**src/rtl/extbus_pkg.sv**
```systemverilog
// Shared types and register map for the external SRAM bus controller.
package extbus_pkg;

  typedef enum logic [1:0] {
    ST_IDLE,
    ST_CPU_ACC,
    ST_DMA_ACC,
    ST_DONE
  } state_t;

  localparam logic [3:0] REG_PAGE0  = 4'd0;
  localparam logic [3:0] REG_PAGE1  = 4'd1;
  localparam logic [3:0] REG_PAGE2  = 4'd2;
  localparam logic [3:0] REG_PAGE3  = 4'd3;
  localparam logic [3:0] REG_PAGE4  = 4'd4;
  localparam logic [3:0] REG_PAGE5  = 4'd5;
  localparam logic [3:0] REG_PAGE6  = 4'd6;
  localparam logic [3:0] REG_PAGE7  = 4'd7;
  localparam logic [3:0] REG_CTRL   = 4'd8;
  localparam logic [3:0] REG_STATUS = 4'd9;

  localparam int PAGE_WP_BIT   = 7;
  localparam int CTRL_MAP_EN   = 0;
  localparam int CTRL_IRQ_EN   = 1;
  localparam int CTRL_WAIT_LSB = 4;
  localparam int STAT_WP_FAULT = 0;
  localparam int STAT_DMA_BUSY = 1;

  // Page field covers the SRAM address bits above the 8 KB window offset.
  function automatic int page_width(input int ext_aw);
    return ext_aw - 13;
  endfunction

endpackage

```
**src/rtl/extbus_if.sv**
```systemverilog
// CPU, VPU-DMA, register-block and SRAM pin bundle of the external bus controller.
interface extbus_if #(
  parameter int EXT_AW = 19
);
  logic              cpu_req;
  logic              cpu_rw;
  logic [15:0]       cpu_addr;
  logic [7:0]        cpu_wdata;
  logic [7:0]        cpu_rdata;
  logic              cpu_hold;
  logic              dma_req;
  logic [15:0]       dma_addr;
  logic              dma_ack;
  logic [7:0]        dma_rdata;
  logic              reg_cs;
  logic              reg_rw;
  logic [3:0]        reg_ad;
  logic [7:0]        reg_di;
  logic [7:0]        reg_do;
  logic              irq;
  logic [EXT_AW-1:0] ext_addr;
  logic [7:0]        ext_dq_out;
  logic              ext_dq_oe;
  logic [7:0]        ext_dq_in;
  logic              ext_cs;
  logic              ext_oe_n;
  logic              ext_we_n;

  modport slave (
    input  cpu_req, cpu_rw, cpu_addr, cpu_wdata,
    output cpu_rdata, cpu_hold,
    input  dma_req, dma_addr,
    output dma_ack, dma_rdata,
    input  reg_cs, reg_rw, reg_ad, reg_di,
    output reg_do, irq,
    output ext_addr, ext_dq_out, ext_dq_oe, ext_cs, ext_oe_n, ext_we_n,
    input  ext_dq_in
  );

  modport master (
    output cpu_req, cpu_rw, cpu_addr, cpu_wdata,
    input  cpu_rdata, cpu_hold,
    output dma_req, dma_addr,
    input  dma_ack, dma_rdata,
    output reg_cs, reg_rw, reg_ad, reg_di,
    input  reg_do, irq,
    input  ext_addr, ext_dq_out, ext_dq_oe, ext_cs, ext_oe_n, ext_we_n,
    output ext_dq_in
  );
endinterface

```
**src/rtl/extbus_map.sv**
```systemverilog
// Page/CTRL/STATUS register file with combinational window translation and
// write-protect lookup for the CPU address.
module extbus_map
  import extbus_pkg::*;
#(
  parameter int         EXT_AW      = 19,
  parameter logic [7:0] WIN_MASK    = 8'b01110000,
  parameter int         WAIT_STATES = 1
) (
  input  logic              clk,
  input  logic              rst,
  input  logic              reg_cs,
  input  logic              reg_rw,
  input  logic [3:0]        reg_ad,
  input  logic [7:0]        reg_di,
  output logic [7:0]        reg_do,
  input  logic [15:0]       cpu_addr,
  output logic [EXT_AW-1:0] map_addr,
  output logic              map_wp,
  output logic [3:0]        wait_cnt,
  input  logic              set_fault,
  input  logic              dma_busy,
  output logic              irq
);

  localparam int PAGE_W = page_width(EXT_AW);

  logic [PAGE_W-1:0] page_q [8];
  logic [7:0]        wp_q;
  logic              map_en;
  logic              irq_en;
  logic              wp_fault;
  logic              reg_wr;
  logic [2:0]        slot;

  assign reg_wr = reg_cs & ~reg_rw;
  assign slot   = cpu_addr[15:13];
  assign irq    = wp_fault & irq_en;

  always_ff @(posedge clk or posedge rst) begin
    if (rst) begin
      for (int unsigned i = 0; i < 8; i++) page_q[i] <= '0;
      wp_q     <= '0;
      map_en   <= 1'b0;
      irq_en   <= 1'b0;
      wait_cnt <= 4'(WAIT_STATES);
      wp_fault <= 1'b0;
    end else begin
      if (reg_wr && reg_ad <= REG_PAGE7) begin
        page_q[reg_ad[2:0]] <= reg_di[PAGE_W-1:0];
        wp_q[reg_ad[2:0]]   <= reg_di[PAGE_WP_BIT];
      end
      if (reg_wr && reg_ad == REG_CTRL) begin
        map_en   <= reg_di[CTRL_MAP_EN];
        irq_en   <= reg_di[CTRL_IRQ_EN];
        wait_cnt <= reg_di[CTRL_WAIT_LSB +: 4];
      end
      // A fault raised in the same cycle as a clear-write must not be lost.
      if (set_fault) begin
        wp_fault <= 1'b1;
      end else if (reg_wr && reg_ad == REG_STATUS && reg_di[STAT_WP_FAULT]) begin
        wp_fault <= 1'b0;
      end
    end
  end

  always_comb begin
    reg_do = 8'hFF;
    if (reg_ad <= REG_PAGE7) begin
      reg_do                = '0;
      reg_do[PAGE_WP_BIT]   = wp_q[reg_ad[2:0]];
      reg_do[PAGE_W-1:0]    = page_q[reg_ad[2:0]];
    end else if (reg_ad == REG_CTRL) begin
      reg_do                       = '0;
      reg_do[CTRL_MAP_EN]          = map_en;
      reg_do[CTRL_IRQ_EN]          = irq_en;
      reg_do[CTRL_WAIT_LSB +: 4]   = wait_cnt;
    end else if (reg_ad == REG_STATUS) begin
      reg_do                = '0;
      reg_do[STAT_WP_FAULT] = wp_fault;
      reg_do[STAT_DMA_BUSY] = dma_busy;
    end
  end

  always_comb begin
    map_addr = {{(EXT_AW-16){1'b0}}, cpu_addr};
    map_wp   = 1'b0;
    if (map_en && WIN_MASK[slot]) begin
      map_addr = {page_q[slot], cpu_addr[12:0]};
      map_wp   = wp_q[slot];
    end
  end

endmodule

```
**src/rtl/extbus_ctrl.sv**
```systemverilog
// External SRAM bus controller: CPU/VPU-DMA arbitration, wait-state timing
// and SRAM pin drive, with window remapping delegated to extbus_map.
module extbus_ctrl
  import extbus_pkg::*;
#(
  parameter int         EXT_AW        = 19,
  parameter logic [7:0] WIN_MASK      = 8'b01110000,
  parameter int         WAIT_STATES   = 1,
  parameter int         DMA_MAX_BURST = 4
) (
  input logic     clk,
  input logic     rst,
  extbus_if.slave bus
);

  localparam logic [7:0] MAX_BURST = 8'(DMA_MAX_BURST);

  state_t            state_q, state_d;
  logic [7:0]        burst_cnt;
  logic [3:0]        cnt_q;
  logic [EXT_AW-1:0] addr_q;
  logic [7:0]        wdata_q;
  logic              rw_q;
  logic              wp_q;
  logic              first_q;
  logic              last_dma_q;
  logic [7:0]        cpu_rdata_q;
  logic [7:0]        dma_rdata_q;

  logic [EXT_AW-1:0] map_addr;
  logic              map_wp;
  logic [3:0]        wait_cnt;
  logic              grant_cpu;
  logic              grant_dma;
  logic              in_acc;
  logic              set_fault;

  extbus_map #(
    .EXT_AW      (EXT_AW),
    .WIN_MASK    (WIN_MASK),
    .WAIT_STATES (WAIT_STATES)
  ) u_map (
    .clk       (clk),
    .rst       (rst),
    .reg_cs    (bus.reg_cs),
    .reg_rw    (bus.reg_rw),
    .reg_ad    (bus.reg_ad),
    .reg_di    (bus.reg_di),
    .reg_do    (bus.reg_do),
    .cpu_addr  (bus.cpu_addr),
    .map_addr  (map_addr),
    .map_wp    (map_wp),
    .wait_cnt  (wait_cnt),
    .set_fault (set_fault),
    .dma_busy  (state_q == ST_DMA_ACC),
    .irq       (bus.irq)
  );

  always_comb begin
    state_d   = state_q;
    grant_cpu = 1'b0;
    grant_dma = 1'b0;
    unique case (state_q)
      ST_IDLE: begin
        if (bus.dma_req && (!bus.cpu_req || burst_cnt < MAX_BURST)) begin
          grant_dma = 1'b1;
          state_d   = ST_DMA_ACC;
        end else if (bus.cpu_req) begin
          grant_cpu = 1'b1;
          state_d   = ST_CPU_ACC;
        end
      end
      ST_CPU_ACC, ST_DMA_ACC: begin
        if (cnt_q == 4'd0) state_d = ST_DONE;
      end
      ST_DONE: state_d = ST_IDLE;
      default: state_d = ST_IDLE;
    endcase
  end

  assign in_acc    = (state_q == ST_CPU_ACC) || (state_q == ST_DMA_ACC);
  assign set_fault = (state_q == ST_DONE) && !last_dma_q && !rw_q && wp_q;

  always_comb begin
    bus.ext_cs     = in_acc;
    bus.ext_addr   = addr_q;
    bus.ext_dq_out = wdata_q;
    bus.ext_oe_n   = !(in_acc && rw_q);
    // The strobe skips the first access cycle so address/data settle first.
    bus.ext_dq_oe  = in_acc && !rw_q && !wp_q;
    bus.ext_we_n   = !(in_acc && !rw_q && !wp_q && !first_q);
    bus.dma_ack    = (state_q == ST_DONE) && last_dma_q;
    bus.cpu_hold   = bus.cpu_req && !((state_q == ST_DONE) && !last_dma_q);
    bus.cpu_rdata  = cpu_rdata_q;
    bus.dma_rdata  = dma_rdata_q;
  end

  always_ff @(posedge clk or posedge rst) begin
    if (rst) begin
      state_q     <= ST_IDLE;
      burst_cnt   <= '0;
      cnt_q       <= '0;
      addr_q      <= '0;
      wdata_q     <= '0;
      rw_q        <= 1'b1;
      wp_q        <= 1'b0;
      first_q     <= 1'b0;
      last_dma_q  <= 1'b0;
      cpu_rdata_q <= '0;
      dma_rdata_q <= '0;
    end else begin
      state_q <= state_d;
      first_q <= grant_cpu | grant_dma;
      if (state_q == ST_IDLE) begin
        if (!bus.cpu_req) begin
          burst_cnt <= '0;
        end else if (grant_dma && burst_cnt != MAX_BURST) begin
          burst_cnt <= burst_cnt + 8'd1;
        end else if (grant_cpu) begin
          burst_cnt <= '0;
        end
      end
      if (grant_dma) begin
        addr_q     <= {{(EXT_AW-16){1'b0}}, bus.dma_addr};
        rw_q       <= 1'b1;
        wp_q       <= 1'b0;
        cnt_q      <= wait_cnt;
        last_dma_q <= 1'b1;
      end else if (grant_cpu) begin
        addr_q     <= map_addr;
        rw_q       <= bus.cpu_rw;
        wdata_q    <= bus.cpu_wdata;
        wp_q       <= !bus.cpu_rw && map_wp;
        cnt_q      <= wait_cnt;
        last_dma_q <= 1'b0;
      end
      if (in_acc) begin
        if (cnt_q != 4'd0) begin
          cnt_q <= cnt_q - 4'd1;
        end else if (state_q == ST_DMA_ACC) begin
          dma_rdata_q <= bus.ext_dq_in;
        end else if (rw_q) begin
          cpu_rdata_q <= bus.ext_dq_in;
        end
      end
    end
  end

endmodule

```
**src/flat_wrapper.sv**
```systemverilog
// flat-port wrapper written by rule: the top's interface ports become plain ports
module extbus_ctrl_flat import extbus_pkg::*;
#(
  parameter int         EXT_AW        = 19,
  parameter logic [7:0] WIN_MASK      = 8'b01110000,
  parameter int         WAIT_STATES   = 1,
  parameter int         DMA_MAX_BURST = 4
)
  (clk, rst, bus_cpu_req, bus_cpu_rw, bus_cpu_addr, bus_cpu_wdata, bus_cpu_rdata, bus_cpu_hold, bus_dma_req, bus_dma_addr, bus_dma_ack, bus_dma_rdata, bus_reg_cs, bus_reg_rw, bus_reg_ad, bus_reg_di, bus_reg_do, bus_irq, bus_ext_addr, bus_ext_dq_out, bus_ext_dq_oe, bus_ext_cs, bus_ext_oe_n, bus_ext_we_n, bus_ext_dq_in);
  extbus_if #(.EXT_AW(EXT_AW)) bus_i ();
  input logic clk;
  input logic rst;
  input wire logic [$bits(bus_i.cpu_req)-1:0] bus_cpu_req;
  input wire logic [$bits(bus_i.cpu_rw)-1:0] bus_cpu_rw;
  input wire logic [$bits(bus_i.cpu_addr)-1:0] bus_cpu_addr;
  input wire logic [$bits(bus_i.cpu_wdata)-1:0] bus_cpu_wdata;
  output wire logic [$bits(bus_i.cpu_rdata)-1:0] bus_cpu_rdata;
  output wire logic [$bits(bus_i.cpu_hold)-1:0] bus_cpu_hold;
  input wire logic [$bits(bus_i.dma_req)-1:0] bus_dma_req;
  input wire logic [$bits(bus_i.dma_addr)-1:0] bus_dma_addr;
  output wire logic [$bits(bus_i.dma_ack)-1:0] bus_dma_ack;
  output wire logic [$bits(bus_i.dma_rdata)-1:0] bus_dma_rdata;
  input wire logic [$bits(bus_i.reg_cs)-1:0] bus_reg_cs;
  input wire logic [$bits(bus_i.reg_rw)-1:0] bus_reg_rw;
  input wire logic [$bits(bus_i.reg_ad)-1:0] bus_reg_ad;
  input wire logic [$bits(bus_i.reg_di)-1:0] bus_reg_di;
  output wire logic [$bits(bus_i.reg_do)-1:0] bus_reg_do;
  output wire logic [$bits(bus_i.irq)-1:0] bus_irq;
  output wire logic [$bits(bus_i.ext_addr)-1:0] bus_ext_addr;
  output wire logic [$bits(bus_i.ext_dq_out)-1:0] bus_ext_dq_out;
  output wire logic [$bits(bus_i.ext_dq_oe)-1:0] bus_ext_dq_oe;
  output wire logic [$bits(bus_i.ext_cs)-1:0] bus_ext_cs;
  output wire logic [$bits(bus_i.ext_oe_n)-1:0] bus_ext_oe_n;
  output wire logic [$bits(bus_i.ext_we_n)-1:0] bus_ext_we_n;
  input wire logic [$bits(bus_i.ext_dq_in)-1:0] bus_ext_dq_in;
  assign bus_i.cpu_req = bus_cpu_req;
  assign bus_i.cpu_rw = bus_cpu_rw;
  assign bus_i.cpu_addr = bus_cpu_addr;
  assign bus_i.cpu_wdata = bus_cpu_wdata;
  assign bus_cpu_rdata = bus_i.cpu_rdata;
  assign bus_cpu_hold = bus_i.cpu_hold;
  assign bus_i.dma_req = bus_dma_req;
  assign bus_i.dma_addr = bus_dma_addr;
  assign bus_dma_ack = bus_i.dma_ack;
  assign bus_dma_rdata = bus_i.dma_rdata;
  assign bus_i.reg_cs = bus_reg_cs;
  assign bus_i.reg_rw = bus_reg_rw;
  assign bus_i.reg_ad = bus_reg_ad;
  assign bus_i.reg_di = bus_reg_di;
  assign bus_reg_do = bus_i.reg_do;
  assign bus_irq = bus_i.irq;
  assign bus_ext_addr = bus_i.ext_addr;
  assign bus_ext_dq_out = bus_i.ext_dq_out;
  assign bus_ext_dq_oe = bus_i.ext_dq_oe;
  assign bus_ext_cs = bus_i.ext_cs;
  assign bus_ext_oe_n = bus_i.ext_oe_n;
  assign bus_ext_we_n = bus_i.ext_we_n;
  assign bus_i.ext_dq_in = bus_ext_dq_in;
  extbus_ctrl #(.EXT_AW(EXT_AW), .WIN_MASK(WIN_MASK), .WAIT_STATES(WAIT_STATES), .DMA_MAX_BURST(DMA_MAX_BURST)) u_core (.clk(clk), .rst(rst), .bus(bus_i));
endmodule
```
**config.mk**
```make
export PLATFORM = sky130hd
export DESIGN_NAME = extbus_ctrl_flat
export DESIGN_NICKNAME = d
export VERILOG_FILES = /design/src/rtl/extbus_pkg.sv /design/src/rtl/extbus_if.sv /design/src/rtl/extbus_map.sv /design/src/rtl/extbus_ctrl.sv /design/src/flat_wrapper.sv
export SDC_FILE = /design/constraint.sdc
export NUM_CORES = 1
export LEC_CHECK = 0
export CORE_ASPECT_RATIO = 1.4
export CORE_MARGIN = 4
export CORE_UTILIZATION = 50
export CTS_CLUSTER_SIZE = 10
export DETAILED_ROUTE_END_ITERATION = 8
export GPL_TIMING_DRIVEN = 0
export PLACE_DENSITY = 0.81
export SLEW_MARGIN = 25
export SYNTH_ARGS = -nofsm -noshare
export SYNTH_HDL_FRONTEND = slang
export SYNTH_SLANG_ARGS = --single-unit
```
**constraint.sdc**
```tcl
create_clock -name clk -period 5.17 [get_ports clk]
set_clock_uncertainty 0.1 [all_clocks]
set_input_delay 0.7755 -clock clk [delete_from_list [all_inputs] [get_ports clk]]
set_output_delay 0.7755 -clock clk [all_outputs]
set_load 0.01 [all_outputs]
```
==> impl_results.md, run 1 <==
- Outcome: complete, no violations
- Core Area: 11510 µm²
- Slew HR: 0.5705
- Startpoint types: input port
- Routed via count: 4517
- Setup TNS: 0 ns
- Pwr per Cell Area: 501.6 nW/µm²
- Fin cells: 780
- RePlAce Congestion: 0.9139
- Chip height: 137.3 µm
- Port Buffers: 120
- ANT cells: 0
- Mapped Cells: 484
- Fin crit period: 4.147 ns
- Vias in the first global route: 4817
- WL final: 15420 µm
- Count leader, synth: dfrtp_1
- Die Area: 13770 µm²
- Root buffer cell: clkbuf_16
- Worst Path Max Fanout: 10
- Area Growth Syn to Fin: 33.94%
- CTS tree: done
- Row cnt: 46
- DRC: 0
- CP arrival: 3.27 ns
- Cts hold-fix bufs: 0
- Peak supply drop: 0.0002846 V
- WP buf/inv: 3
- Register bit total from synthesis: 124
- DP HPWL: 11290 µm
- Clk pin slew, worst setup/hold paths: 0.05 ns
- Setup bufs post-CTS: 0
- Synth cell count leaders: dfrtp_1, mux2_2, nand2_1, o21ai_0, mux2i_1
- Final setup violating endpoints: 0
- Vias per cell: 5.791
- Placed insts: 749
- Seq/Total Area, Yosys: 0.5203
- GRT Util Overall: 0.2323
- Ys Warns: 0
- Final ANT Viol Nets: 0
- CP required: 4.29 ns
- Post-CTS Resized: 0
- # H-tree levels: 4
- Antenna violations before repair: 0
- Ys async rst share: 1.000
- Final Max Tran Viols: 0
- Peak Freq: 0.2412 GHz
- Yosys cell types: 60
- Syn avg cell area: 12.33 µm²
- Grt total ovfl: 0
- Top cells by area, synth: dfrtp_1, mux2_2, mux2i_1, o21ai_0, nand2_1
- Min Hold Slack: 0.3839 ns
- CP cell instances: clkdlybuf4s50_1 -> buf_4 -> nor2b_1 -> a221oi_1 -> a221oi_1 -> o32a_1 -> clkdlybuf4s50_1
- Core Util, Final: 0.6945
- CTS Buffer Depth: 2
- Post-synth top flop: dfrtp_1
- Max capacitance violation total: 0
- Setup ws final: 1.023 ns
- Initial drt markers: 272
- # IOs: 125
- Slew @ Worst Pin: 0.6395 ns
- Die Width: 100.3 µm
- Place WS: 1.109 ns
- Critical path's slowest cell: clkdlybuf4s50_1
- Layout cells sized above 1: 0.2547
- RSZ-0062 raised after global routing: no
- TritonRoute pass-1 iters: 6
- Final-stage net count: 697
- Hold WC Path Type: reg -> reg
- Inserted Clock Buffers: 17
- Starting Density: 0.5185
- Final worst path period share: 0.8020
- Largest delay contributor family on the critical path: buffers and inverters
- Synth Cell Area: 5968 µm²
- Final hold vios: 0
- Max stage delay on crit path: 0.59 ns
- First-pass GRT wire length: 24450 µm
- Largest net degree at the start of global routing: 76
- # clock sinks: 124
- Cell accounting for the most synthesized area: dfrtp_1
- CP Class: in -> out
- Clock Latency Late Sink: 0.41 ns
- Routed WL per cell: 19.77 µm
- Syn_nets: 557
- EDFF count, synth: 0
- Worst Setup End Kind: output pin
- Top cell type's share of synthesized area: 0.5115
- Static leakage: 3.519 nW
## worst reg2reg max path, stage by stage (launching register included)
cell and delay (ns):
dfrtp_1 0.37, inv_1 0.08, ha_1 0.33, clkbuf_1 0.38, nand2_1 0.12, nor2_2 0.38, mux2_2 0.41
## routing by layer
metal	up-vias	wire, µm	share of wire	GRT usage
met4	0	560	0.036	0.1071
li1	2051	-	-	-
met2	197	8164	0.53	0.4133
met3	49	922	0.060	0.05927
met1	2220	5773	0.37	0.2582
met5	-	0	0	0
## logic make-up after synthesis
group           synth area share
simple gates             0.09413
compound gates           0.09854
fa+ha+maj                0.01258
mux                       0.2421
buf+inv                  0.03228
flops                     0.5203
## cells in the final DEF, fill, tap and decap left out, drive strengths merged, types with 5 or more instances in the layout
cell type        n
dfrtp          122
clkdlybuf4s50  120
mux2           101
clkbuf          38
nand2           37
o21ai           27
mux2i           24
inv             16
a21oi           14
nor2            13
buf             13
nand3           11
nor2b           10
nand2b           6
a221oi           6
ha               6
nor3             6
a31oi            5
## power by group
group / leakage [nW] / switching [mW] / internal (mW)
clock network: 0.306 / 0.395 / 0.816
logic: 1.65 / 0.623 / 0.730
registers: 1.56 / 0.176 / 1.27
## flip-flops by register name, summed over array words and instances (netlist names), 2 cells and up
signal / cells
u_core.bus.ext_dq_out: 8
u_core.u_map.wp_q: 8
u_core.u_map.page_q: 48
u_core.cnt_q: 4
u_core.burst_cnt: 8
u_core.state_q: 2
u_core.u_map.wait_cnt: 4
u_core.bus.cpu_rdata: 8
u_core.bus.dma_rdata: 8
u_core.bus.ext_addr: 19
## final timing paths
path,to,slack [ns],from,cells after the start
min,u_core.bus.ext_addr[4],0.38,u_core.bus.ext_addr[4],2
min reg2reg,u_core.bus.ext_addr[4],0.38,u_core.bus.ext_addr[4],2
min in group asynchronous,u_core.u_map.wp_q[7],0.68,rst,2
max reg2reg,u_core.bus.dma_rdata[6],2.88,u_core.state_q[0],6
max in group asynchronous,u_core.rw_q,3.55,rst,3
max,bus_reg_do[4],1.02,bus_reg_ad[0],7
## area by class of cell
cell class,count,area [µm²]
Buffer,26,132.6
Clock buffer,24,501.7
Clock inverter,7,110.1
Fill cell,802,3517
Inverter,16,65.06
Multi-Input combinational cell,318,2670
Sequential cell,124,3105
Tap cell,144,180.2
Timing Repair Buffer,121,1229
## through the flow
stage | cell area [µm²] | power, mW
final | 7994 | 4.010
after detailed placement | 7382 | 2.799
after CTS | 7994 | 4.033
after global routing | 7994 | 4.221
after global placement | 7350 | 2.725
after floorplan | 5968 | 2.151
Power figures use the tool's default switching activity.
==> run 2, diff against run 1 <==
--- a/config.mk
+++ b/config.mk
@@ -7,11 +7,11 @@
 export LEC_CHECK = 0
 export CORE_ASPECT_RATIO = 1.4
 export CORE_MARGIN = 4
-export CORE_UTILIZATION = 50
+export CORE_UTILIZATION = 46
 export CTS_CLUSTER_SIZE = 10
 export DETAILED_ROUTE_END_ITERATION = 8
 export GPL_TIMING_DRIVEN = 0
-export PLACE_DENSITY = 0.81
+export PLACE_DENSITY = 0.79
 export SLEW_MARGIN = 25
 export SYNTH_ARGS = -nofsm -noshare
 export SYNTH_HDL_FRONTEND = slang
==> constraint.sdc (replaced) <==
create_clock -name clk -period 3.8 [get_ports clk]
set_clock_uncertainty 0.1 [all_clocks]
set_input_delay 0.57 -clock clk [delete_from_list [all_inputs] [get_ports clk]]
set_output_delay 0.57 -clock clk [all_outputs]
set_load 0.01 [all_outputs]
==> run 2 against run 1 <==
Against the previous run:
- die area is 8.1% higher
- critical path depth is the same
- cell area grew 0.81%
- cell count is 1.5% higher
- global-route usage down 2.2 points
- first-iteration DRC count did not move
- non-clock buffer count up 2
- via count fell by 1.8%
- worst setup slack lost 0.91 ns
- combinational power up 35%
- critical endpoint unchanged
- largest power group unchanged
- highest routed layer unchanged
==> impl_results.md, run 2 (synthesized netlist as in run 1, its figures left out) <==
- Outcome: complete, no violations
- GRT Util Overall: 0.2103
- Crit path depth: 7
- DRC: 0
- Final ANT Viol Nets: 0
- Chip height: 142.8 µm
- Startpoint types: input port
- Routed via count: 4434
- Most flop-heavy register: u_core.u_map.page_q
- Post-CTS Resized: 0
- Final hold vios: 0
- CTS Buffer Depth: 2
- Setup TNS: 0 ns
- Peak supply drop: 0.0003712 V
- Worst Path Max Fanout: 10
- CP Class: in -> out
- Initial drt markers: 272
- # H-tree levels: 4
- Slew HR: 0.5217
- Max stage delay on crit path: 0.56 ns
- Largest net degree at the start of global routing: 35
- Most common cell after layout, fill and taps aside: dfrtp_1
- Peak Freq: 0.2709 GHz
- Vias in the first global route: 4707
- Final Max Tran Viols: 0
- Port Buffers: 120
- WP buf/inv: 3
- CP cell instances: clkdlybuf4s50_1 -> buf_4 -> nor2b_1 -> a221oi_1 -> a221oi_1 -> o32a_1 -> clkdlybuf4s50_1
- CP required: 3.13 ns
- Reg2Reg Depth: 6
- Top Metal Used: met4
- RSZ-0062 raised after global routing: no
- Crit path launch: bus_reg_ad[0]
- DP HPWL: 11700 µm
- WL final: 15310 µm
- Row cnt: 49
- Max capacitance violation total: 0
- Clk pin slew, worst setup/hold paths: 0.05 ns
- Antenna violations before repair: 0
- CTS tree: done
- Largest delay contributor family on the critical path: buffers and inverters
- Met2 wire length: 8306 µm
- Starting Density: 0.4680
- Fill cells: 994
- ANT cells: 0
- Placed standard-cell area: 7425 µm²
- Root buffer cell: clkbuf_16
- Worst Setup End Kind: output pin
- Post-layout instance area: 8059 µm²
- Final-stage net count: 699
- CP arrival: 3.02 ns
- Die Area: 14890 µm²
- Slew @ Worst Pin: 0.7159 ns
- Clock Latency Late Sink: 0.41 ns
- Vias per cell: 5.598
- Met1 Wirelength: 5694 µm
- R2R Path Start: u_core.cnt_q[0]
- Commonest cells after routing, fill and taps aside: dfrtp_1, clkdlybuf4s50_1, mux2_2, nand2_1, o21ai_0
- Area Growth Syn to Fin: 35.03%
- Fin crit period: 3.691 ns
- Critical path's slowest cell: clkdlybuf4s50_1
- First-pass GRT wire length: 24430 µm
- Max reg flops: 48
- Grt total ovfl: 0
- R2r endpoint: u_core.bus.cpu_rdata[7]
- Pwr per Cell Area: 682.0 nW/µm²
- Layout cells sized above 1: 0.2613
- Cts hold-fix bufs: 0
- # clock sinks: 124
- Static leakage: 3.522 nW
- TritonRoute pass-1 iters: 7
- Final worst path period share: 0.9714
- # IOs: 125
- Setup bufs post-CTS: 0
- Setup slack, reg-to-reg: 1.55 ns
- Die Width: 104.3 µm
- Inserted Clock Buffers: 17
- Core Area: 12750 µm²
- Critical path capture point: bus_reg_do[4]
- RePlAce Congestion: 0.8904
- Hold WC Path Type: reg -> reg
- Routed WL per cell: 19.34 µm
- Met3 routed WL: 789 µm
- Final setup violating endpoints: 0
==> run 2: cell types whose count changed in the layout (fill, tap and decap cells not counted), sizes merged <==
| cell | delta |
|---|---|
| clkinvlp | +5 |
| inv | -1 |
| buf | +2 |
| bufinv | +1 |
| clkinv | +2 |
| clkbuf | -6 |
==> run 2: layout make-up <==
type	count	area, µm²	share of cell area
plain buffers	26	132.6	0.01646
clock buffers	18	439.2	0.05449
clock inverters	14	195.2	0.02422
inverters	16	63.81	0.007918
multi-input cells	318	2670	0.3313
flip-flops and latches	124	3105	0.3853
well taps	153	191.4	0.02375
repair buffers	123	1261	0.1565
==> run 2: per-stage QoR <==
step                      std cells  hold WS (ns)  total power [mW]  utilization  setup slack [ns]
after floorplan                 484        0.3547             2.927            -             1.434
after global placement          757        0.3656             3.716       0.5775            0.2210
after detailed placement        760        0.3691             3.821       0.5822            0.2008
after CTS                       792        0.3812             5.546       0.6320            0.1468
after global routing            792        0.4036             5.787       0.6320           0.04107
final                           792        0.3808             5.497       0.6320            0.1087
==> run 2: worst min path at each step <==
stage                       startpoint                       to  slack [ns]  depth (start not counted)
2_1_floorplan        u_core.last_dma_q        u_core.last_dma_q        0.35                          2
3_3_place_gp   u_core.bus.ext_addr[11]  u_core.bus.ext_addr[11]        0.37                          2
3_5_place_dp   u_core.bus.ext_addr[11]  u_core.bus.ext_addr[11]        0.37                          2
4_1_cts        u_core.bus.ext_addr[11]  u_core.bus.ext_addr[11]        0.38                          2
5_1_grt        u_core.bus.ext_addr[11]  u_core.bus.ext_addr[11]        0.40                          2
6_report        u_core.bus.ext_addr[8]   u_core.bus.ext_addr[8]        0.38                          2
==> run 2: worst register-to-register path, stage by stage (launching register included) <==
cell,delay (ns)
dfrtp_1,0.40
inv_1,0.09
ha_1,0.20
or3b_1,0.35
clkbuf_2,0.18
nor3_4,0.41
mux2_2,0.40
==> run 2: metal layers <==
metal  vias up  track usage
met5         -            0
met4         0      0.09524
met3        38      0.05156
met2       153       0.3870
met1      2183       0.2282
li1       2060            -
==> run 2: report_power, final <==
part	switching, mW	internal, mW
clock network	0.594	1.11
logic	0.829	0.995
registers	0.238	1.73
total	1.66	3.84
==> run 3, diff against run 2 <==
--- a/config.mk
+++ b/config.mk
@@ -12,6 +12,7 @@
 export DETAILED_ROUTE_END_ITERATION = 8
 export GPL_TIMING_DRIVEN = 0
 export PLACE_DENSITY = 0.79
+export SKIP_LAST_GASP = 1
 export SLEW_MARGIN = 25
 export SYNTH_ARGS = -nofsm -noshare
 export SYNTH_HDL_FRONTEND = slang
==> results of run 3 <==
Same layout as run 2: the final DEF is identical, and so are final timing and power.
